`src/rtl/pwm_hue_pkg.sv`:
```
// Shared types and the hue-to-colour mapping for the PWM colour wheel.
package pwm_hue_pkg;

  typedef enum logic [1:0] {
    ModeOff   = 2'b00,
    ModeHold  = 2'b01,
    ModeCycle = 2'b10,
    ModeStep  = 2'b11
  } mode_t;

  localparam int unsigned NUM_SEG = 6;
  localparam int unsigned MaxRes  = 12;

  typedef struct packed {
    logic [MaxRes-1:0] red;
    logic [MaxRes-1:0] green;
    logic [MaxRes-1:0] blue;
  } rgb_duty_t;

  // Callers zero-extend ramp/max_val from their resolution R and truncate the result back to R.
  function automatic rgb_duty_t hue_to_rgb(input logic [2:0]        seg,
                                           input logic [MaxRes-1:0] ramp,
                                           input logic [MaxRes-1:0] max_val);
    rgb_duty_t d;
    d = '0;
    case (seg)
      3'd0: begin d.red = max_val;        d.green = ramp;           end
      3'd1: begin d.red = max_val - ramp; d.green = max_val;        end
      3'd2: begin d.green = max_val;      d.blue = ramp;            end
      3'd3: begin d.green = max_val - ramp; d.blue = max_val;       end
      3'd4: begin d.red = ramp;           d.blue = max_val;         end
      3'd5: begin d.red = max_val;        d.blue = max_val - ramp;  end
      default: d = '0;
    endcase
    return d;
  endfunction

endpackage

```
`src/rtl/pwm_channel.sv`:
```
// One PWM channel: shadow duty register reloaded at period boundaries, compare, registered pin.
module pwm_channel #(
  parameter int unsigned R = 8
) (
  input  logic         clk,
  input  logic         reset_n,
  input  logic         reload_i,
  input  logic         off_i,
  input  logic [R-1:0] duty_i,
  input  logic [R-1:0] cnt_next_i,
  output logic         pwm_o
);

  logic [R-1:0] shadow_q, shadow_d;
  logic         out_q, out_d;

  // Compare against the incoming shadow so the first slot of a new period uses the new duty.
  always_comb begin
    shadow_d = reload_i ? duty_i : shadow_q;
    out_d    = !off_i && (cnt_next_i < shadow_d);
  end

  always_ff @(posedge clk or negedge reset_n) begin
    if (!reset_n) begin
      shadow_q <= '0;
      out_q    <= 1'b0;
    end else begin
      shadow_q <= shadow_d;
      out_q    <= out_d;
    end
  end

  assign pwm_o = out_q;

endmodule

```
`src/rtl/pwm_hue_wheel.sv`:
```
// RGB colour-wheel generator: hue position, colour map and three shared-prescaler PWM channels.
// Optional global dimming via the PWM_HUE_DIM_EN macro (adds the brightness port).
module pwm_hue_wheel
  import pwm_hue_pkg::*;
#(
  parameter int unsigned R      = 8,
  parameter int unsigned DVSR_W = 13,
  parameter int unsigned STEP_W = 32
) (
  input  logic              clk,
  input  logic              reset_n,
  input  logic [DVSR_W-1:0] dvsr,
  input  logic [STEP_W-1:0] step_period,
  input  logic [1:0]        mode,
  input  logic              step_req,
  input  logic              hue_load,
  input  logic [2:0]        hue_seg_in,
  input  logic [R-1:0]      hue_ramp_in,
`ifdef PWM_HUE_DIM_EN
  input  logic [R-1:0]      brightness,
`endif
  output logic [2:0]        rgb,
  output logic [2:0]        hue_seg,
  output logic [R-1:0]      hue_ramp,
  output logic              period_start
);

  localparam logic [R-1:0] Max     = '1;
  localparam logic [2:0]   LastSeg = 3'(NUM_SEG - 1);

  mode_t mode_e;
  assign mode_e = mode_t'(mode);

  logic [DVSR_W-1:0] pre_cnt_q, pre_cnt_d;
  logic [R-1:0]      pwm_cnt_q, pwm_cnt_d;
  logic [STEP_W-1:0] step_cnt_q, step_cnt_d;
  logic [2:0]        seg_q, seg_d;
  logic [R-1:0]      ramp_q, ramp_d;
  logic              tick, reload, cycle_step, step;

  always_comb begin
    tick      = (pre_cnt_q == dvsr);
    pre_cnt_d = tick ? '0 : pre_cnt_q + 1'b1;
    pwm_cnt_d = pwm_cnt_q + {{(R-1){1'b0}}, tick};
    reload    = tick && (pwm_cnt_q == Max);
  end

  // The step counter only runs in CYCLE mode so re-entering it always starts a full interval.
  always_comb begin
    step_cnt_d = '0;
    cycle_step = 1'b0;
    if (mode_e == ModeCycle) begin
      if (step_cnt_q == step_period) begin
        cycle_step = 1'b1;
      end else begin
        step_cnt_d = step_cnt_q + 1'b1;
      end
    end
    step = ((mode_e == ModeCycle) && cycle_step) || ((mode_e == ModeStep) && step_req);
  end

  always_comb begin
    seg_d  = seg_q;
    ramp_d = ramp_q;
    if (hue_load) begin
      seg_d  = (hue_seg_in > LastSeg) ? 3'd0 : hue_seg_in;
      ramp_d = hue_ramp_in;
    end else if (step) begin
      if (ramp_q == Max) begin
        ramp_d = '0;
        seg_d  = (seg_q == LastSeg) ? 3'd0 : seg_q + 3'd1;
      end else begin
        ramp_d = ramp_q + 1'b1;
      end
    end
  end

  always_ff @(posedge clk or negedge reset_n) begin
    if (!reset_n) begin
      pre_cnt_q  <= '0;
      pwm_cnt_q  <= '0;
      step_cnt_q <= '0;
      seg_q      <= '0;
      ramp_q     <= '0;
    end else begin
      pre_cnt_q  <= pre_cnt_d;
      pwm_cnt_q  <= pwm_cnt_d;
      step_cnt_q <= step_cnt_d;
      seg_q      <= seg_d;
      ramp_q     <= ramp_d;
    end
  end

  rgb_duty_t    map_full;
  logic [R-1:0] map_r, map_g, map_b;
  logic [R-1:0] duty_r, duty_g, duty_b;
  logic         unused_map;

  assign map_full = hue_to_rgb(seg_q, MaxRes'(ramp_q), MaxRes'(Max));
  assign map_r    = map_full.red[R-1:0];
  assign map_g    = map_full.green[R-1:0];
  assign map_b    = map_full.blue[R-1:0];
  // Bits above R are always zero; fold them in so nothing is left dangling.
  assign unused_map = ^map_full;

`ifdef PWM_HUE_DIM_EN
  logic [2*R-1:0] prod_r, prod_g, prod_b;
  assign prod_r = {{R{1'b0}}, map_r} * {{R{1'b0}}, brightness};
  assign prod_g = {{R{1'b0}}, map_g} * {{R{1'b0}}, brightness};
  assign prod_b = {{R{1'b0}}, map_b} * {{R{1'b0}}, brightness};
  assign duty_r = prod_r[2*R-1:R];
  assign duty_g = prod_g[2*R-1:R];
  assign duty_b = prod_b[2*R-1:R];
`else
  assign duty_r = map_r;
  assign duty_g = map_g;
  assign duty_b = map_b;
`endif

  logic off;
  assign off = (mode_e == ModeOff);

  pwm_channel #(.R(R)) u_red (
    .clk        (clk),
    .reset_n    (reset_n),
    .reload_i   (reload),
    .off_i      (off),
    .duty_i     (duty_r),
    .cnt_next_i (pwm_cnt_d),
    .pwm_o      (rgb[0])
  );

  pwm_channel #(.R(R)) u_blue (
    .clk        (clk),
    .reset_n    (reset_n),
    .reload_i   (reload),
    .off_i      (off),
    .duty_i     (duty_b),
    .cnt_next_i (pwm_cnt_d),
    .pwm_o      (rgb[1])
  );

  pwm_channel #(.R(R)) u_green (
    .clk        (clk),
    .reset_n    (reset_n),
    .reload_i   (reload),
    .off_i      (off),
    .duty_i     (duty_g),
    .cnt_next_i (pwm_cnt_d),
    .pwm_o      (rgb[2])
  );

  assign hue_seg      = seg_q;
  assign hue_ramp     = ramp_q;
  assign period_start = reload;

endmodule

```
`config.mk`:
```
export PLATFORM = sky130hd
export DESIGN_NAME = pwm_hue_wheel
export DESIGN_NICKNAME = d
export VERILOG_FILES = /design/src/rtl/pwm_hue_pkg.sv /design/src/rtl/pwm_channel.sv /design/src/rtl/pwm_hue_wheel.sv
export SDC_FILE = /design/constraint.sdc
export NUM_CORES = 1
export LEC_CHECK = 0
export ABC_AREA = 1
export CORE_ASPECT_RATIO = 0.6
export CORE_MARGIN = 10
export CORE_UTILIZATION = 55
export DETAILED_ROUTE_END_ITERATION = 12
export DONT_BUFFER_PORTS = 1
export PLACE_DENSITY = 0.76
export SYNTH_ARGS = -nofsm -noshare
export SYNTH_HDL_FRONTEND = slang
export SYNTH_HIERARCHICAL = 1
export SYNTH_SLANG_ARGS = --single-unit
```
`constraint.sdc`:
```
create_clock -name clk -period 3.9 [get_ports clk]
set_clock_uncertainty 0.15 [all_clocks]
set_input_delay 0.39 -clock clk [delete_from_list [all_inputs] [get_ports clk]]
set_output_delay 0.39 -clock clk [all_outputs]
set_load 0.02 [all_outputs]
```
==> metrics, run 1 <==
kind of critical path=flip-flop to flip-flop; commonest non-fill, non-tap cell in the layout=nand2_1; Worst Path Max Fanout=12; diodes inserted=0; Metal-1 WL=8.03 mm; final setup violation count=0; Rel. slew slack=0.494; count of buffers from port buffering=0; post-synthesis async set-or-reset flop share=1.00; Post-synth EDFFs=0; synthesized area per cell=7.39 sq um; Unique masters post-synth=39; clk_lat worst skew=350 ps; Max Slew Vio Count=0; crit path cell chain=inv_1, nor2_1, nor4_1, nand3_1, nor2_1, nand2_1, inv_2, ha_1, nand3_1, nor2_1, nand2_1, xor2_1, ha_1, a21oi_1, o211ai_1, a21oi_2; Yosys warning total=6; H-tree Lvls=3; prevailing post-synth register cell=dfrtp_1; half-perimeter wire length after placement=13.5 mm; Clock Sinks=91; CP Buf/Inv Count=2; Syn Std Cell Area=6100 sq um; initial core utilization=0.570; vias post-DR=5475; IO Count=77; Final Hold Viols=0; top cells by area, synth=dfrtp_1 37%, nand2_1 13%, inv_1 6.3%, nor2_1 6.3%, xnor2_1 5.6%; die width=156 microns; most frequent cells in the layout=211 x nand2_1, 103 x inv_1, 103 x nor2_1; Hold WC Path Type=input port to flip-flop; crit path max-delay cell type=xor2_1; Fin Setup TNS=0 ps; CP arrival=3560 ps; vias per cell=5.61; maximum clock rate=291 MHz; DRC viols=0; Tot Pwr=2350 uW; CP delay by family, top=simple AND/OR/NAND/NOR gates; Critical Path Most Common Cell=nor2_1; RSZ-0062 raised after global routing=no; met2 wire length=6.83 mm; GRT Total Usage=0.221; met3 WL=2.12 mm; top-area cell type share of the netlist area=0.373; floorplan row count=29; layout cells sized above 1=0.0765; largest net degree at the start of global routing=92; cts bufs inserted=9; Worst path max stage delay=470 ps; post-layout minimum cycle time=3430 ps; CORE AREA=10700 sq um; Routed Antenna Nets=0; Max-cap violations=0; clock root buffer=clkbuf_16; DIE AREA=15800 sq um; routed wire length=17.2 mm; grt total ovfl=0; top layer in use=met4; first-pass GRT wire length=27.8 mm; initial antenna violation count=0; Detailed Route Iter0 Violations=619; routability cong.=0.961; post-synthesis sequential area ratio=0.373; Post-Syn Nets=915; outcome=finished clean; hold path startpoint=hue_load; Cells after Synth=826; cell taking the most area after synthesis=dfrtp_1; CP startpoint kind=flip-flop; Pre-Repair DR Iteration Count=5; worst vdd ir=0.271 mV; crit path launch=pre_cnt_q[9]$_DFF_PN0_; Routed WL per cell=17.6 microns; CTS tree=yes; leakage=0.00306 uW; vias in the first global route=5211; worst endpoint required time=4020 ps; PwrDens=358 nW/um^2; number of synthesized register bits=91; die span in y=102 microns; # nets final=921; Syn-to-layout area delta=7.65%; Clock Path Buffers=2; final cycle utilization of the critical path=0.881; reg2reg start=pre_cnt_q[9]$_DFF_PN0_; CP Capture Type=flip-flop; worst-margin pin slew=753 ps; clock-pin transition on the worst setup and hold timing paths=60 ps
[per-layer routing]
metal  up-vias  global-route usage
met2       247               0.304
met5         -                   0
li1       2622                   -
met1      2584               0.321
met3        22              0.0762
met4         0              0.0564
[Yosys cell counts (all sizes together), types with 11 or more instances]
cell type and n:
xor2 30, or2 24, nor2 108, ha 27, nand3 37, o21ai 43
nand4 11, nand2 220, inv 114, xnor2 39, o211ai 19, nor3 23
dfrtp 91
[where the power goes]
part / leakage (uW) / total, uW / internal (uW) / switching (uW)
registers: 0.00119 / 1140 / 1000 / 142
clock network: 0.000137 / 814 / 465 / 349
logic: 0.00174 / 397 / 153 / 244
total: 0.00306 / 2350 / 1620 / 735
[worst paths after layout]
path / cells after the start / to / slack [ps]
min in group asynchronous: 2 / hue_ramp[1]$_DFFE_PN0P_ / 480
worst max-delay path: 16 / u_green/pwm_o$_DFF_PN0_ / 470
worst min register to register: 2 / u_blue/shadow_q[6]$_DFF_PN0_ / 350
max in group asynchronous: 2 / step_cnt_q[9]$_DFF_PN0_ / 2740
worst min-delay path: 3 / hue_seg[0]$_DFFE_PN0P_ / 120
worst max register to register: 16 / u_green/pwm_o$_DFF_PN0_ / 470
[what timing repair did]
action	in CTS	in global routing
setup buffers	0	0
gates resized for setup	0	0
endpoints found under the setup margin	0	0
hold endpoints to repair	91	0
hold buffers	2	0
[final cells by class]
cell class | instances | area, sq um
inverter | 115 | 432
fill | 949 | 4130
tap | 139 | 174
timing repair buffer | 6 | 67.6
clock inverter | 2 | 10.0
sequential | 91 | 2280
multi-input combinational | 609 | 3350
clock buffer | 14 | 264
[cell families (layout without fill, tap and decap cells)]
kind of cell / count (synthesis) / in the layout / share of synthesized area
adders and majority gates: 27 / 27 / 0.0553
and+or+nand+nor: 438 / 438 / 0.317
DFF: 91 / 91 / 0.373
AOI/OAI and AO/OA: 75 / 75 / 0.0754
xor gates and xnor gates: 69 / 69 / 0.0990
buffers and inverters: 126 / 137 / 0.0806
[worst min-delay path, cell delays in order]
cell     delay, ps
o21ai_0         50
nand3_1         80
nand2_1         50
[per-stage QoR]
stage	util	setup slack [ps]	instance area [sq um]	hold slack [ps]	cells
finish	0.614	465	6570	121	976
global route	0.614	77.1	6570	142	976
CTS	0.614	519	6570	113	976
detailed placement	0.585	550	6260	-53.0	958
global placement	0.585	711	6260	-52.5	958
floorplan	-	458	6110	-55.6	826
[registers in the layout, summed over array words and instances (netlist names)]
signal	cells
u_blue/pwm_o	1
step_cnt_q	32
pwm_cnt_q	8
pre_cnt_q	13
u_red/shadow_q	8
hue_ramp	8
u_red/pwm_o	1
u_green/shadow_q	8
hue_seg	3
u_green/pwm_o	1
u_blue/shadow_q	8
Note: power is estimated with default switching activity, not from simulation.
==> run 2: changes to the inputs <==
- CORE_UTILIZATION: 55 -> 58
- PLACE_DENSITY: 0.76 -> 0.79
==> run 2 against run 1 <==
Die area fell by 4.3%; highest routed layer unchanged; sequential power hardly changed; routed wire length down 3.2%; maximum frequency shrank 0.45%.
==> metrics, run 2 (same netlist as run 1, synthesis figures left out) <==
half-perimeter wire length after placement=13.1 mm; leakage=0.00308 uW; Routed WL per cell=17.1 microns; Syn-to-layout area delta=8.26%; IO Count=77; outcome=finished clean; initial core utilization=0.607; worst hold slack=114 ps; CTS tree=yes; Tot Pwr=2480 uW; kind of critical path=flip-flop to flip-flop; crit path cell chain=inv_1, nor2_1, nor4_1, nand3_1, nor2_1, nand2_1, inv_2, ha_1, nand3_1, nor2_1, nand4_1, xnor2_1, ha_1, nand2_1, inv_1, nand3_1, nand4_1, a21oi_2; final cycle utilization of the critical path=0.885; Max Slew Vio Count=0; Final Hold Viols=0; GRT Total Usage=0.218; CP Capture Type=flip-flop; layout cells sized above 1=0.0789; DIE AREA=15200 sq um; CP delay by family, top=simple AND/OR/NAND/NOR gates; Hold WC Path Type=input port to flip-flop; die span in y=99.5 microns; fill count=862; clock-pin transition on the worst setup and hold timing paths=70 ps; count of buffers from port buffering=0; routability cong.=0.999; clk_lat worst skew=340 ps; # nets final=920; CP startpoint kind=flip-flop; worst vdd ir=0.247 mV; Pre-Repair DR Iteration Count=5; CORE AREA=10100 sq um; Clock Path Buffers=2; Rel. slew slack=0.373; routed wire length=16.6 mm; max reg flops=32; commonest non-fill, non-tap cell in the layout=nand2_1; CP Buf/Inv Count=3; Clock Sinks=91; H-tree Lvls=3; worst endpoint required time=4020 ps; vias in the first global route=5054; worst-margin pin slew=934 ps; Regs by FF count=step_cnt_q: 32 flops, pre_cnt_q: 13 flops; Worst Path Max Fanout=12; first-pass GRT wire length=26.7 mm; initial antenna violation count=0; cts bufs inserted=9; diodes inserted=0; Routed Antenna Nets=0; post-layout minimum cycle time=3450 ps; PostCTS Resize Cnt=0; most frequent cells in the layout=211 x nand2_1, 103 x inv_1, 103 x nor2_1; Worst path max stage delay=410 ps; vias per cell=5.61; CP arrival=3570 ps; final setup violation count=0; Max-cap violations=0; Fin Setup TNS=0 ps; crit path max-delay cell type=dfrtp_1; clock root buffer=clkbuf_16; Final Util=0.657; DRC viols=0; RSZ-0062 raised after global routing=no; maximum clock rate=290 MHz; Detailed Route Iter0 Violations=530; largest net degree at the start of global routing=92; vias post-DR=5449; grt total ovfl=0; floorplan row count=28; Reg with most FFs=step_cnt_q; die width=152 microns; PwrDens=375 nW/um^2
[run 2: changes by cell type in the layout (fill, tap and decap cells not counted), sizes merged]
| cell | previous run | this run |
|---|---|---|
| clkbuf | 14 | 9 |
| bufinv | 0 | 2 |
| inv | 114 | 116 |
| buf | 5 | 4 |
| clkinvlp | 0 | 1 |
[run 2: per-layer routing]
| layer | up-vias | GRT usage | part of all wire |
|---|---|---|---|
| met4 | 0 | 0.0394 | 0.0097 |
| li1 | 2621 | - | - |
| met2 | 277 | 0.303 | 0.40 |
| met3 | 15 | 0.0938 | 0.13 |
| met5 | - | 0 | 0 |
| met1 | 2536 | 0.308 | 0.46 |
[run 2: layout make-up]
cell class | instances | area [sq um] | share of cell area
Tap cell | 135 | 169 | 0.0256
Multi-Input combinational cell | 609 | 3350 | 0.506
Inverter | 115 | 432 | 0.0653
Timing Repair Buffer | 5 | 60.1 | 0.00909
Sequential cell | 91 | 2280 | 0.345
Clock buffer | 9 | 225 | 0.0341
Clock inverter | 7 | 98.8 | 0.0150
[run 2: path summary, 6_finish.rpt]
path                                          startpoint                            end  slack (ps)  cells after the start
max in group asynchronous                        reset_n         pre_cnt_q[1]$_DFF_PN0_        2750                      2
min in group asynchronous                        reset_n        step_cnt_q[2]$_DFF_PN0_         460                      2
hold reg to reg            u_green/shadow_q[6]$_DFF_PN0_  u_green/shadow_q[6]$_DFF_PN0_         360                      2
setup reg to reg                  pre_cnt_q[9]$_DFF_PN0_          u_red/pwm_o$_DFF_PN0_         450                     18
setup / recovery                  pre_cnt_q[9]$_DFF_PN0_          u_red/pwm_o$_DFF_PN0_         450                     18
hold / removal                                  hue_load         hue_seg[0]$_DFFE_PN0P_         110                      3
[run 2: power by group]
group	internal [uW]	switching, uW
logic	153	249
registers	999	135
clock network	566	378
[run 2: worst min-delay path: cells and delay by family]
family | cells | cell delay (ps)
and+or+nand+nor | 2 | 130
AOI/OAI and AO/OA | 1 | 50
[run 2: stage by stage]
stage          setup slack, ps  instance area [sq um]  std cells
2_1_floorplan              458                   6110        826
3_3_place_gp               712                   6240        952
3_5_place_dp               422                   6240        952
4_1_cts                    396                   6600        970
5_1_grt                   63.1                   6610        971
6_report                   450                   6610        971
[run 2: timing repair]
item,in CTS,in global routing
hold buffers,2,0
buffers inserted,0,1
hold endpoints to repair,91,0
endpoints found under the setup margin,0,1
